### config.mk
export PLATFORM = sky130hd
export DESIGN_NAME = regfile_mp
export DESIGN_NICKNAME = d
export VERILOG_FILES = /design/src/rtl/regfile_mp.sv
export SDC_FILE = /design/constraint.sdc
export NUM_CORES = 1
export LEC_CHECK = 0
export ABC_AREA = 0
export CAP_MARGIN = 40
export CORE_MARGIN = 5
export CORE_UTILIZATION = 51
export DETAILED_ROUTE_END_ITERATION = 16
export DONT_BUFFER_PORTS = 1
export PLACE_DENSITY = 0.66
export SLEW_MARGIN = 0
export SYNTH_ARGS = -nofsm -noshare
export SYNTH_HDL_FRONTEND = slang
export SYNTH_SLANG_ARGS = --single-unit
### constraint.sdc
create_clock -name clk -period 9.7 [get_ports clk]
set_input_delay 1.94 -clock clk [delete_from_list [all_inputs] [get_ports clk]]
set_output_delay 1.94 -clock clk [all_outputs]
set_load 0.01 [all_outputs]
### src/rtl/regfile_mp.sv
// Multi-port ARM register file: NUM_RD combinational read ports, two write ports with bypass,
// resetless storage cleared by a hardware sweep. Optional parity storage: REGFILE_PARITY_EN.
//
// state   | meaning
// S_CLEAR | sweep writes CLEAR_VAL to one entry per cycle; writes ignored, reads give CLEAR_VAL
// S_READY | normal operation; clr restarts the sweep
module regfile_mp #(
  parameter int                DATA_W    = 32,
  parameter int                ADDR_W    = 4,
  parameter int                NUM_REGS  = 15,
  parameter int                NUM_RD    = 2,
  parameter logic [DATA_W-1:0] CLEAR_VAL = '0
) (
  input  logic                     clk,
  input  logic                     reset,
  input  logic                     clr,
  output logic                     ready,
  input  logic                     we0,
  input  logic [ADDR_W-1:0]        wa0,
  input  logic [DATA_W-1:0]        wd0,
  input  logic                     we1,
  input  logic [ADDR_W-1:0]        wa1,
  input  logic [DATA_W-1:0]        wd1,
  input  logic [NUM_RD*ADDR_W-1:0] ra,
  input  logic [DATA_W-1:0]        r15,
  output logic [NUM_RD*DATA_W-1:0] rd,
  output logic [NUM_RD-1:0]        par_err
);

  localparam logic [ADDR_W-1:0] PC_ADDR  = {ADDR_W{1'b1}};
  localparam logic [ADDR_W-1:0] LAST_IDX = ADDR_W'(NUM_REGS - 1);
  localparam logic [ADDR_W:0]   NREGS    = (ADDR_W + 1)'(NUM_REGS);

  typedef enum logic {S_CLEAR = 1'b0, S_READY = 1'b1} state_t;

  state_t            state;
  state_t            state_nxt;
  logic [ADDR_W-1:0] clr_idx;
  logic              wr0_ok;
  logic              wr1_ok;

  logic [DATA_W-1:0] mem [NUM_REGS];

  function automatic logic in_file(input logic [ADDR_W-1:0] a);
    return (a != PC_ADDR) && ({1'b0, a} < NREGS);
  endfunction

  always_ff @(posedge clk or posedge reset) begin
    if (reset) state <= S_CLEAR;
    else       state <= state_nxt;
  end

  always_comb begin
    state_nxt = state;
    case (state)
      S_CLEAR: if (clr_idx == LAST_IDX) state_nxt = S_READY;
      S_READY: if (clr) state_nxt = S_CLEAR;
      default: state_nxt = S_CLEAR;
    endcase
  end

  always_comb begin
    ready = (state == S_READY);
  end

  // Index parks at 0 outside the sweep so a restart always begins at entry 0.
  always_ff @(posedge clk or posedge reset) begin
    if (reset)                   clr_idx <= '0;
    else if (state == S_CLEAR)   clr_idx <= (clr_idx == LAST_IDX) ? '0 : clr_idx + ADDR_W'(1);
    else                         clr_idx <= '0;
  end

  assign wr0_ok = (state == S_READY) && we0 && in_file(wa0);
  assign wr1_ok = (state == S_READY) && we1 && in_file(wa1) && !(we0 && (wa0 == wa1));

  always_ff @(posedge clk) begin
    if (state == S_CLEAR) begin
      mem[clr_idx] <= CLEAR_VAL;
    end else begin
      if (wr0_ok) mem[wa0] <= wd0;
      if (wr1_ok) mem[wa1] <= wd1;
    end
  end

`ifdef REGFILE_PARITY_EN
  logic par_mem [NUM_REGS];

  always_ff @(posedge clk) begin
    if (state == S_CLEAR) begin
      par_mem[clr_idx] <= ^CLEAR_VAL;
    end else begin
      if (wr0_ok) par_mem[wa0] <= ^wd0;
      if (wr1_ok) par_mem[wa1] <= ^wd1;
    end
  end
`endif

  for (genvar i = 0; i < NUM_RD; i++) begin : g_rd
    logic [ADDR_W-1:0] a;
    logic [DATA_W-1:0] q;

    assign a = ra[i*ADDR_W +: ADDR_W];

    always_comb begin
      q = '0;
      if (a == PC_ADDR)                q = r15;
      else if (!in_file(a))            q = '0;
      else if (state == S_CLEAR)       q = CLEAR_VAL;
      else if (we0 && (wa0 == a))      q = wd0;
      else if (we1 && (wa1 == a))      q = wd1;
      else                             q = mem[a];
    end

    assign rd[i*DATA_W +: DATA_W] = q;

`ifdef REGFILE_PARITY_EN
    // Only a genuine array read can carry a parity fault; every other source is clean by construction.
    logic hit_mem;
    assign hit_mem = in_file(a) && (state == S_READY) &&
                     !(we0 && (wa0 == a)) && !(we1 && (wa1 == a));
    assign par_err[i] = hit_mem && ((^mem[a]) != par_mem[a]);
`else
    assign par_err[i] = 1'b0;
`endif
  end

endmodule

## Word level (Yosys, flattened, before mapping)

Memories as Yosys holds them, arrays and structs flattened.
Cells that the tools add are included.

| word-level totals | value |
|---|---|
| flip-flop bits (word level) | 5 |
| RAM bits | 480 |
| input port bits | 117 |
| output and inout bits | 67 |
| memories | 1 |

| cells by class | value |
|---|---|
| add/subtract/negate cells | 1 |
| order comparisons | 4 |
| equality and inequality tests | 12 |
| multiplexer cells | 25 |
| bitwise logic cells | 1 |
| reductions and logical operators | 16 |

Memory list:

| memory | words | bits a word | rd ports | clocked after memory_dff | write ports | line | source |
|---|---|---|---|---|---|---|---|
| mem | 15 | 32 | 2 | 0 | 2 | 42 | `logic [DATA_W-1:0] mem [NUM_REGS];` |

Operators with widths:

| kind | count |
|---|---|
| 32-bit 2-to-1 mux | 11 |
| 32-bit OR reduction | 1 |
| 4-bit == test | 5 |
| 4-bit < comparator, second input constant | 4 |
| 4-bit inequality test, second input constant | 4 |
| 1-bit logical AND | 14 |
| 4-bit == test, second input constant | 3 |
| 4-bit 2-to-1 mux | 3 |
| 1-bit 2-to-1 mux | 10 |
| 4-bit by 1-bit adder with 4-bit output, second input constant | 1 |
| 1-bit one-hot mux with 2 select lines | 1 |
| 1-bit zero test | 1 |
| 1-bit NOT | 1 |

## Depth between registers and ports, before layout

| depth | value |
|---|---|
| word-level depth | 8 |
| mapped depth | 10 |

## Least setup slack after synthesis

Ideal clock, no wire load.

| timing | value |
|---|---|
| path kind | in2reg |
| start point | input wa0[3] |
| end point | memory mem[13][0], enable pin |
| library setup time | 0.470 ns |
| arrival | 5.444 ns |
| required time | 9.230 ns |
| path slack | 3.787 ns |
| cell stages on the path | 8 |
| buffers on the path | 3 |
| cell sequence | buf_2 nand4_1 and3_1 clkbuf_1 buf_2 nor3_1 a31oi_1 o31ai_1 |

RTL lines:

| what | line | source |
|---|---|---|
| start, declared | 19 | `input logic [ADDR_W-1:0] wa0,` |
| end, declared | 42 |  |

## Worst setup path after layout

| timing | value |
|---|---|
| start point | input ra[0] |
| end point | output rd[2] |

| on the way | value |
|---|---|
| word-level cells in the longest chain between the ends | 7 |

RTL lines:

| what | line | source |
|---|---|---|
| start, declared | 24 | `input logic [NUM_RD*ADDR_W-1:0] ra,` |
| parallel branches: the longest is 6 deep, another holds memory 15 x 32 bit | - |  |
| 32-bit 2-to-1 mux * | 106 | `if (a == PC_ADDR) q = r15;` |
| end, declared | 26 | `output logic [NUM_RD*DATA_W-1:0] rd,` |

Mark *: on every way between the ends.

==> impl_metrics.csv <==
group,metric,value,unit
status,status,"completed",
sta,maxSlewHeadroom,0.268,
logic_synthesis,synth.area.top_cells,"edfxtp_1, mux4_2, mux2_2, nand2_1, o21ai_0",
pwr,p_clk_frac,0.322,
finish,syn_to_final_growth,6.06,%
clock_network,clockRootBuffer,"clkbuf_16",
pwr,swShare,0.300,
sta,setup_violations,0,
global_route,grt_usage,0.331,
global_route,grt_pass1_vias,23709,
setup_path,cp_max_fo,147,
global_route,met2_usage,0.528,
die,dieHeight,259,um
sta,tightestPinTransition,1.10,ns
logic_synthesis,synth_ff_type,"edfxtp_1",
sta,period_needed,6.79,ns
global_route,overflow,0,
die,die_w,259,um
pwr,p_sw,1940,uW
pwr,ir_drop,0.143,mV
pwr,p_int,4520,uW
route,ant_nets,0,
route,first_iter_violations,3888,
setup_path,critPathKind,"primary input to primary output",
logic_synthesis,yosys_warnings,0,
setup_path,crit_arrival,4.85,ns
clock_network,cts_buffer_depth,3,
clock_network,clk_latency,0.63,ns
route,dr_total_vias,23964,
logic_synthesis,syn-cell-area,0.0316,mm2
finish,instances_no_fill,3260,
global_route,grt_max_degree,170,
route,drc,0,
logic_synthesis,yosys.area.top_type,"edfxtp_1",
route,avgRoutedWirePerCell,35.3,um
logic_synthesis,avgSynthCellArea,11.9,um2
sta,clock_skew,0.0137,ns
placed_design,place_ws,3.18,ns
clock_network,tritoncts,"yes",
logic_synthesis,seq_area_frac_synth,0.461,
sta,clock.fmax,147,MHz
finish,nNetsFinal,2548,
placed_design,gp_congestion,0.884,
die,initial_core_util,0.513,
sta,tns,0,ns
sta,final_max_slew_viol_count,0,
clock_network,clk_pin_slew,0.06,ns
worst_hold_path,hp-class,"flip-flop to flip-flop",
sta,rsz0062_at_grt,"false",
pwr,leakagePower,0.0116,uW
setup_path,start_kind,"primary input",
placed_design,port_buffers,0,
setup_path,cp-end-kind,"primary output",
pwr,power_density,193,mW/mm2
logic_synthesis,yosys.area.top_type_share,0.457,
run,maxCapViolCount,0,
global_route,busiest_layer,"met2",
placed_design,dpl.cell_count,3163,
global_route,grtUsageMet3,0.0891,
logic_synthesis,async_reset_ff_frac,0.0103,
placed_design,hpwl,63800,um
die,dieArea,0.0670,mm2
clock_network,cts_buffers,53,
logic_synthesis,ys_types,71,
logic_synthesis,syn_inst,2649,
setup_path,required,7.76,ns
logic_synthesis,synth-edff-count,480,
sta,min_period_over_period,0.700,
sta,setup_slack,2.91,ns
route,finalWirelength,115000,um
finish,drive_above_1_share,0.266,
global_route,use_met1,0.414,
die,io_pins,184,
global_route,grt_pass1_wl,162000,um
sta,hold_violations,0,
clock_network,post_cts_resized,0,
clock_network,hold_buffers,0,
clock_network,htreeDepth,2,
clock_network,cts_setup_buffers,0,
route,first_pass_iters,6,
die,fp-row-count,91,
logic_synthesis,ys_ff_latch,485,
die,coreArea,0.0615,mm2
route,viasPerCell,7.35,
global_route,antenna_found_initial,2,
pwr,combPwrFrac,0.226,
clock_network,cts_sinks,485,
pwr,p_seq_frac,0.452,
-- per-stage QoR --
| step | power (uW) | hold WS, ns | utilization | instance area, um2 |
|---|---|---|---|---|
| finish | 6450 | 0.570 | 0.545 | 33500 |
| global route | 6620 | 0.578 | 0.545 | 33500 |
| global placement | 4290 | 0.532 | 0.511 | 31400 |
| detailed placement | 4360 | 0.556 | 0.516 | 31700 |
| floorplan | 3890 | 0.504 | - | 31600 |
| CTS | 6400 | 0.564 | 0.544 | 33500 |
-- routing by layer --
layer / vias to the layer above / wire (um)
li1: 9771 / -
met1: 11716 / 38900
met2: 1965 / 52900
met3: 510 / 15500
met4: 2 / 7740
met5: - / 13
-- power by group through the flow --
stage               Clock (uW)  Combinational (uW)  Sequential [uW]
floorplan                    0                 967             2920
global route              2170                1500             2950
finish                    2080                1460             2920
global placement             0                1360             2930
CTS                       2080                1410             2910
detailed placement           0                1410             2960
-- area by class of cell --
| class | instances | area, um2 |
|---|---|---|
| fill | 5069 | 28000 |
| multi-input combinational | 1811 | 15500 |
| sequential | 485 | 14500 |
| clock buffer | 68 | 1450 |
| tap | 790 | 988 |
| timing repair buffer | 56 | 592 |
| clock inverter | 27 | 283 |
| inverter | 22 | 82.6 |
| antenna | 1 | 2.50 |
-- logic make-up after synthesis --
family,synth area share
AOI/OAI and AO/OA,0.133
xor gates and xnor gates,0.00527
adders and majority gates,0.000793
buffers and inverters,0.0558
DFF,0.461
muxes,0.260
other,0.000119
and+or+nand+nor,0.0837
-- worst paths after layout --
path / depth (start not counted) / startpoint / slack, ns / endpoint
setup / recovery: 5 / ra[0] / 2.91 / rd[2]
hold / removal: 1 / clr_idx[0] / 0.57 / clr_idx[0]
setup reg to reg: 8 / ready / 5.84 / mem[3][18]
hold reg to reg: 1 / clr_idx[0] / 0.57 / clr_idx[0]
max in group asynchronous: 1 / reset / 8.41 / ready
min in group asynchronous: 1 / reset / 1.11 / clr_idx[1]
-- cell usage in the layout, fill, tap and decap left out, types with 8 or more instances in the layout --
| master | count |
|---|---|
| a211o_1 | 9 |
| a211oi_1 | 37 |
| a21oi_1 | 38 |
| a22oi_1 | 28 |
| a31oi_1 | 31 |
| and2_1 | 41 |
| and3_1 | 10 |
| buf_4 | 43 |
| clkbuf_1 | 11 |
| clkbuf_16 | 55 |
| clkinv_1 | 11 |
| clkinv_2 | 9 |
| edfxtp_1 | 480 |
| inv_1 | 20 |
| mux2_1 | 9 |
| mux2_2 | 260 |
| mux2_4 | 31 |
| mux2i_1 | 105 |
| mux4_2 | 163 |
| nand2_1 | 384 |
| nand2b_1 | 8 |
| nand3_1 | 22 |
| nor2_1 | 26 |
| nor2b_1 | 29 |
| o211a_1 | 9 |
| o211ai_1 | 72 |
| o21ai_0 | 268 |
| o21ai_4 | 8 |
| o221a_2 | 17 |
| o221ai_1 | 30 |
| o22ai_1 | 21 |
| o31a_1 | 18 |
| o31ai_1 | 27 |
| xnor2_1 | 16 |
-- Yosys cell counts (21+ instances only) --
cell type,n
buf_6,27
clkbuf_1,141
o221ai_1,30
o21ai_0,276
a22oi_1,28
nand2_1,385
o31ai_1,28
and2_1,41
a211oi_1,37
nor2b_1,30
buf_1,72
o22ai_1,21
mux4_2,163
a31oi_1,31
mux2_2,260
edfxtp_1,480
buf_2,59
nand3_1,23
mux2i_1,105
buf_4,28
o211ai_1,72
nor2_1,29
mux2_4,31
a21oi_1,45
-- sequential cells by signal, summed over array words and instances (netlist names) --
signal   cells
clr_idx      4
mem        480
ready        1
-- worst max-delay path, stage by stage --
cell	delay [ns]
xnor2_1	0.26
nand3_2	0.75
or2_1	0.71
and3_1	0.56
a211o_1	0.53
(Power assumes the default switching activity.)
